$ cat src/rtl/arb_pkg.sv
// Shared types for the round-robin stream arbiter.
//   arb_state_e : IDLE arbitrates every cycle, LOCKED holds the grant
//                 for the remaining beats of a multi-beat packet.
package arb_pkg;

    typedef enum logic [0:0] {
        ARB_IDLE   = 1'b0,
        ARB_LOCKED = 1'b1
    } arb_state_e;

endpackage

$ cat src/rtl/rr_pick.sv
// Rotated priority encoder: finds the first set bit of valid, scanning
// base, base+1, ... wrapping modulo N.
//   valid [N]         : candidate requests
//   base  [IDX_WIDTH] : scan start index (0..N-1)
//   idx   [IDX_WIDTH] : winning index (0 when nothing is valid)
//   any               : at least one candidate is valid
module rr_pick #(
    parameter int N         = 4,
    parameter int IDX_WIDTH = 2
) (
    input  logic [N-1:0]         valid,
    input  logic [IDX_WIDTH-1:0] base,
    output logic [IDX_WIDTH-1:0] idx,
    output logic                 any
);

    localparam int unsigned NU = N;

    logic [2*N-1:0] dbl;
    logic [2*N-1:0] masked;
    logic           found;

    // The request vector is doubled so the wrap-around becomes a plain
    // linear scan over the window [base, base+N).
    always_comb begin
        dbl    = {valid, valid};
        masked = '0;
        idx    = '0;
        found  = 1'b0;
        any    = |valid;
        for (int unsigned j = 0; j < 2 * NU; j++) begin
            masked[j] = dbl[j] & (j >= 32'(base)) & (j < 32'(base) + NU);
        end
        for (int unsigned j = 0; j < 2 * NU; j++) begin
            if (masked[j] && !found) begin
                found = 1'b1;
                idx   = (j >= NU) ? IDX_WIDTH'(j - NU) : IDX_WIDTH'(j);
            end
        end
    end

endmodule

$ cat src/rtl/rr_stream_arbiter.sv
// Round-robin arbiter sharing one valid/ready stream among N requesters.
// A grant is held for the whole of a multi-beat packet and released on the
// beat carrying last; the priority pointer then moves just past the owner.
//   clk, rst     : clock, asynchronous active-high reset
//   req_valid[N] : per-requester beat valid
//   req_last[N]  : per-requester last beat (meaningful with valid only)
//   req_ready[N] : per-requester accept, at most one bit set
//   out_valid    : shared stream valid
//   out_last     : shared stream last
//   out_ready    : downstream accept
//   grant_idx    : current winner/owner, payload mux select for the parent
//   grant_onehot : one-hot grant_idx, gated by out_valid
//   busy         : a multi-beat packet holds the lock
module rr_stream_arbiter
    import arb_pkg::*;
#(
    parameter int N         = 4,
    parameter int IDX_WIDTH = (N > 1) ? $clog2(N) : 1
) (
    input  logic                 clk,
    input  logic                 rst,
    input  logic [N-1:0]         req_valid,
    input  logic [N-1:0]         req_last,
    output logic [N-1:0]         req_ready,
    output logic                 out_valid,
    output logic                 out_last,
    input  logic                 out_ready,
    output logic [IDX_WIDTH-1:0] grant_idx,
    output logic [N-1:0]         grant_onehot,
    output logic                 busy
);

    localparam int unsigned NU = N;

    arb_state_e             state, state_next;
    logic [IDX_WIDTH-1:0]   ptr, ptr_next;
    logic [IDX_WIDTH-1:0]   owner, owner_next;
    logic [IDX_WIDTH-1:0]   pick_idx;
    logic                   pick_any;
    logic [IDX_WIDTH-1:0]   sel;
    logic                   hs;

    // Explicit compare against N-1 so non-power-of-two N wraps correctly.
    function automatic logic [IDX_WIDTH-1:0] wrap_inc(input logic [IDX_WIDTH-1:0] x);
        return (32'(x) == NU - 1) ? '0 : x + IDX_WIDTH'(1);
    endfunction

    rr_pick #(
        .N         (N),
        .IDX_WIDTH (IDX_WIDTH)
    ) u_pick (
        .valid (req_valid),
        .base  (ptr),
        .idx   (pick_idx),
        .any   (pick_any)
    );

    always_comb begin
        if (state == ARB_LOCKED) begin
            sel = owner;
        end else if (pick_any) begin
            sel = pick_idx;
        end else begin
            sel = ptr;
        end

        out_valid    = 1'b0;
        out_last     = 1'b0;
        req_ready    = '0;
        grant_onehot = '0;
        for (int unsigned i = 0; i < NU; i++) begin
            if (32'(sel) == i) begin
                out_valid       = req_valid[i];
                out_last        = req_last[i] & req_valid[i];
                req_ready[i]    = req_valid[i] & out_ready;
                grant_onehot[i] = req_valid[i];
            end
        end
        grant_idx = sel;
        busy      = (state == ARB_LOCKED);
        hs        = out_valid & out_ready;

        state_next = state;
        ptr_next   = ptr;
        owner_next = owner;
        case (state)
            ARB_IDLE: begin
                if (hs) begin
                    if (out_last) begin
                        ptr_next = wrap_inc(sel);
                    end else begin
                        state_next = ARB_LOCKED;
                        owner_next = sel;
                    end
                end
            end
            ARB_LOCKED: begin
                if (hs && out_last) begin
                    state_next = ARB_IDLE;
                    ptr_next   = wrap_inc(owner);
                end
            end
            default: state_next = ARB_IDLE;
        endcase
    end

    always_ff @(posedge clk or posedge rst) begin
        if (rst) begin
            state <= ARB_IDLE;
        end else begin
            state <= state_next;
        end
    end

    // With a single requester the pointer and owner are always 0, so no
    // registers are built for them.
    generate
        if (N > 1) begin : g_ptr
            always_ff @(posedge clk or posedge rst) begin
                if (rst) begin
                    ptr   <= '0;
                    owner <= '0;
                end else begin
                    ptr   <= ptr_next;
                    owner <= owner_next;
                end
            end
        end else begin : g_noptr
            assign ptr   = '0;
            assign owner = '0;
        end
    endgenerate

endmodule

$ cat config.mk
export PLATFORM = sky130hd
export DESIGN_NAME = rr_stream_arbiter
export DESIGN_NICKNAME = d
export VERILOG_FILES = /design/src/rtl/arb_pkg.sv /design/src/rtl/rr_pick.sv /design/src/rtl/rr_stream_arbiter.sv
export SDC_FILE = /design/constraint.sdc
export NUM_CORES = 1
export LEC_CHECK = 0
export ABC_AREA = 0
export BUFFER_PORTS_ARGS = -buffer_cell sky130_fd_sc_hd__buf_2
export CAP_MARGIN = 20
export CORE_AREA = 2 2 39 41
export DETAILED_ROUTE_END_ITERATION = 10
export DIE_AREA = 0 0 41 43
export GPL_ROUTABILITY_DRIVEN = 0
export PLACE_DENSITY = 0.74
export REMOVE_ABC_BUFFERS = 1
export SYNTH_ARGS = -nofsm -noshare
export SYNTH_HDL_FRONTEND = slang
export SYNTH_SLANG_ARGS = --single-unit
$ cat constraint.sdc
create_clock -name clk -period 3.3 [get_ports clk]
set_input_delay 0.165 -clock clk [delete_from_list [all_inputs] [get_ports clk]]
set_output_delay 0.165 -clock clk [all_outputs]
set_load 0.02 [all_outputs]
==> metrics.txt <==
total die area 1760 um^2; Slew Limit Fails 0; Vert. Die Dim 43 um; DP Cell Count 99; first-pass GRT wire length 1.83 mm; buffers from clock root to sink, at most 2; Top FF cell, synth dfrtp_1; Final min period 2.96 ns; DRT iter0 DRCs 5; Setup WS pre-CTS 0.344 ns; final setup vio count 0; Worst-Skew Late Latency 0.23 ns; Worst Path Required 3.42 ns; worst-path maximum fanout 8; logic gate share of total power 69.3%; post-synth cell types 29; CP max-delay cell dfrtp_1; R2R setup slack 0.34 ns; critical path, cell by cell nor2b_1 > o21ai_0 > a21o_1 > a221oi_1 > a21o_1 > ha_1 > nor3b_1 > a221oi_2 > and2_2 > nor3b_2 > mux2_2; worst min path class in -> async; critical path class reg -> reg; post-layout util 51.8%; post-cts repair resize count 0; Pleak 0.395 nW; Post-synth EDFFs 0; Top cell by count, worst path a21o_1; Tcrit/Tclk final 89.7%; Critical R2R Capture owner[0]; vias in the first global route 490; port bufs 23; Mapped Cells 61; Peak VDD IR 372 uV; dpl cell area 681 um^2; Die Width 41 um; power share of the clock group 10.8%; post-CTS setup buffer count 0; Synth warnings 0; setup_tns 0 ns; ant diodes 0; Initial Util 39.8%; largest area contributor in the netlist dfrtp_1; total gr overflow 0; max_cap viols 0; final setup margin 0.339 ns; Final Hold Viols 0; Synth area leaders dfrtp_1 23%, ha_1 11%, mux2_2 6.1%; row cnt 14; RR Startpoint ptr[1]; DRC violations left 0; Total Routed Length 1.21 mm; Routed WL per cell 11.6 um; Clock transition at path regs 0.04 ns; Area Growth Syn to Fin 30.2%; Worst Clk Skew 0.000671 ns; FMAX 0.338 GHz; slew at the pin closest to its max-slew limit 0.463 ns; Power Dens Cells 876 nW/um^2; Flop pwr share 19.9%; Crit path largest cell delay 0.42 ns; CTS tree built; Via Count 531; drt pass-1 iters 4; fin nets 105; Int Power 0.000320 W; Root Buffer clkbuf_4; num ports 24; Synth async-reset ratio 100%; switch share 49.0%; P_sw 0.000308 W; Slew headroom 69.1%; post-synth top area share 22.7%; # clock sinks 5; vias per inst 5.11; Syn Area/Cell 9.03 um^2; share of cells above drive strength 1 44.3%; post-route design area 717 um^2; Reg2Reg Depth 11; FF+latch count, synth 5; gr usage total 14.7%; critical path endpoint category flop; antenna violations before repair 0; DRT antenna net count 0; largest net degree at the start of global routing 11; Cell Count, Final, Fillers Out 104; area of the multi-input gates 398 um^2; status completed; CTS HTree Levels 1; Post-Syn Area 551 um^2; RSZ-0062 raised after global routing false; sequential area share after synthesis 22.7%; Num CTS Buffers 3; CP startpoint kind flop; # fillers 141; sequential cell area 125 um^2; crit path DAT 3.08 ns; Core Region 1380 um^2; hpwl dp 996 um
worst max path at each step:
| stage | startpoint | to | slack (ns) | cells after the start |
|---|---|---|---|---|
| 2_1_floorplan | ptr[1] | owner[0] | 0.24 | 11 |
| 3_3_place_gp | ptr[1] | owner[0] | 0.39 | 11 |
| 3_5_place_dp | ptr[1] | owner[0] | 0.34 | 11 |
| 4_1_cts | ptr[1] | owner[0] | 0.33 | 11 |
| 5_1_grt | ptr[1] | owner[0] | 0.10 | 11 |
| 6_report | ptr[1] | owner[0] | 0.34 | 11 |
layout by cell type, fill, tap and decap left out:
master	instances
a32oi_1	2
ha_1	5
o31ai_1	1
a211oi_2	1
a21oi_1	3
nand2_1	2
nor2_1	2
and2_1	2
and2_2	3
clkbuf_1	1
nand3b_1	1
dfrtp_1	5
nor3b_1	1
and3_1	3
nor3b_2	1
a21o_1	2
clkbuf_4	3
o221a_2	1
o21a_1	1
nor2b_1	3
nand2_2	1
a221oi_2	1
buf_2	23
inv_1	6
o31ai_2	1
a221oi_1	1
mux2i_1	3
and3_2	1
mux2_2	3
dlygate4sd3_1	1
nor3_1	1
o21ai_0	3
synthesized netlist by cell type, types with 3 or more instances:
library cell / count
a21oi_1: 3
and2_2: 3
and3_1: 3
dfrtp_1: 5
ha_1: 5
inv_1: 6
mux2_2: 3
mux2i_1: 3
nor2b_1: 3
o21ai_0: 3
worst max-delay path, delay by kind of cell (launching register included):
kind,cells,cell delay (ns)
flip-flops,1,0.42
AO/OA/AOI/OAI,5,1.06
adder cells (fa/ha/maj),1,0.37
multiplexers,1,0.35
AND/OR/NAND/NOR,4,0.64
routing by layer:
metal / track usage [%] / share of wire [%] / wire (um) / up-vias
li1: - / - / - / 278
met1: 17.1 / 43 / 523 / 238
met2: 26.3 / 50 / 609 / 15
met3: 0 / 6.1 / 73 / 0
met4: 6.00 / 0 / 0 / 0
met5: 0 / 0 / 0 / -
logic make-up after synthesis:
logic type	count (synthesis)	share of synthesized area, %
compound gates	17	25.0
buf+inv	7	5.00
simple gates	21	24.3
mux	6	11.6
fa+ha+maj	5	11.4
flops	5	22.7
power groups by stage:
stage,logic [W],registers [W],clock network [W]
2_1_floorplan,0.000324,0.000120,0
3_3_place_gp,0.000428,0.000124,0
3_5_place_dp,0.000438,0.000125,0
5_1_grt,0.000478,0.000131,0.0000769
4_1_cts,0.000440,0.000124,0.0000730
6_report,0.000435,0.000125,0.0000679
what timing repair did:
item	in CTS	in global routing
hold buffers	1	0
endpoints found under the setup margin	0	0
hold endpoints to repair	5	0
through the flow:
step	total power, W	hold WS, ns
2_1_floorplan	0.000444	-0.0565
3_3_place_gp	0.000552	0.0613
3_5_place_dp	0.000563	0.0660
4_1_cts	0.000638	0.354
5_1_grt	0.000686	0.384
6_report	0.000628	0.365
state kept, by name, indices dropped and copies added, names as in the netlist:
signal  count
ptr         2
busy        1
owner       2
layout make-up:
cell class	count	share of cell area, %
clock buffer	4	3.66
inverter	6	3.14
multi-input combinational	49	55.5
sequential	5	17.5
tap	16	2.79
timing repair buffer	24	17.5
(Power assumes the default switching activity.)
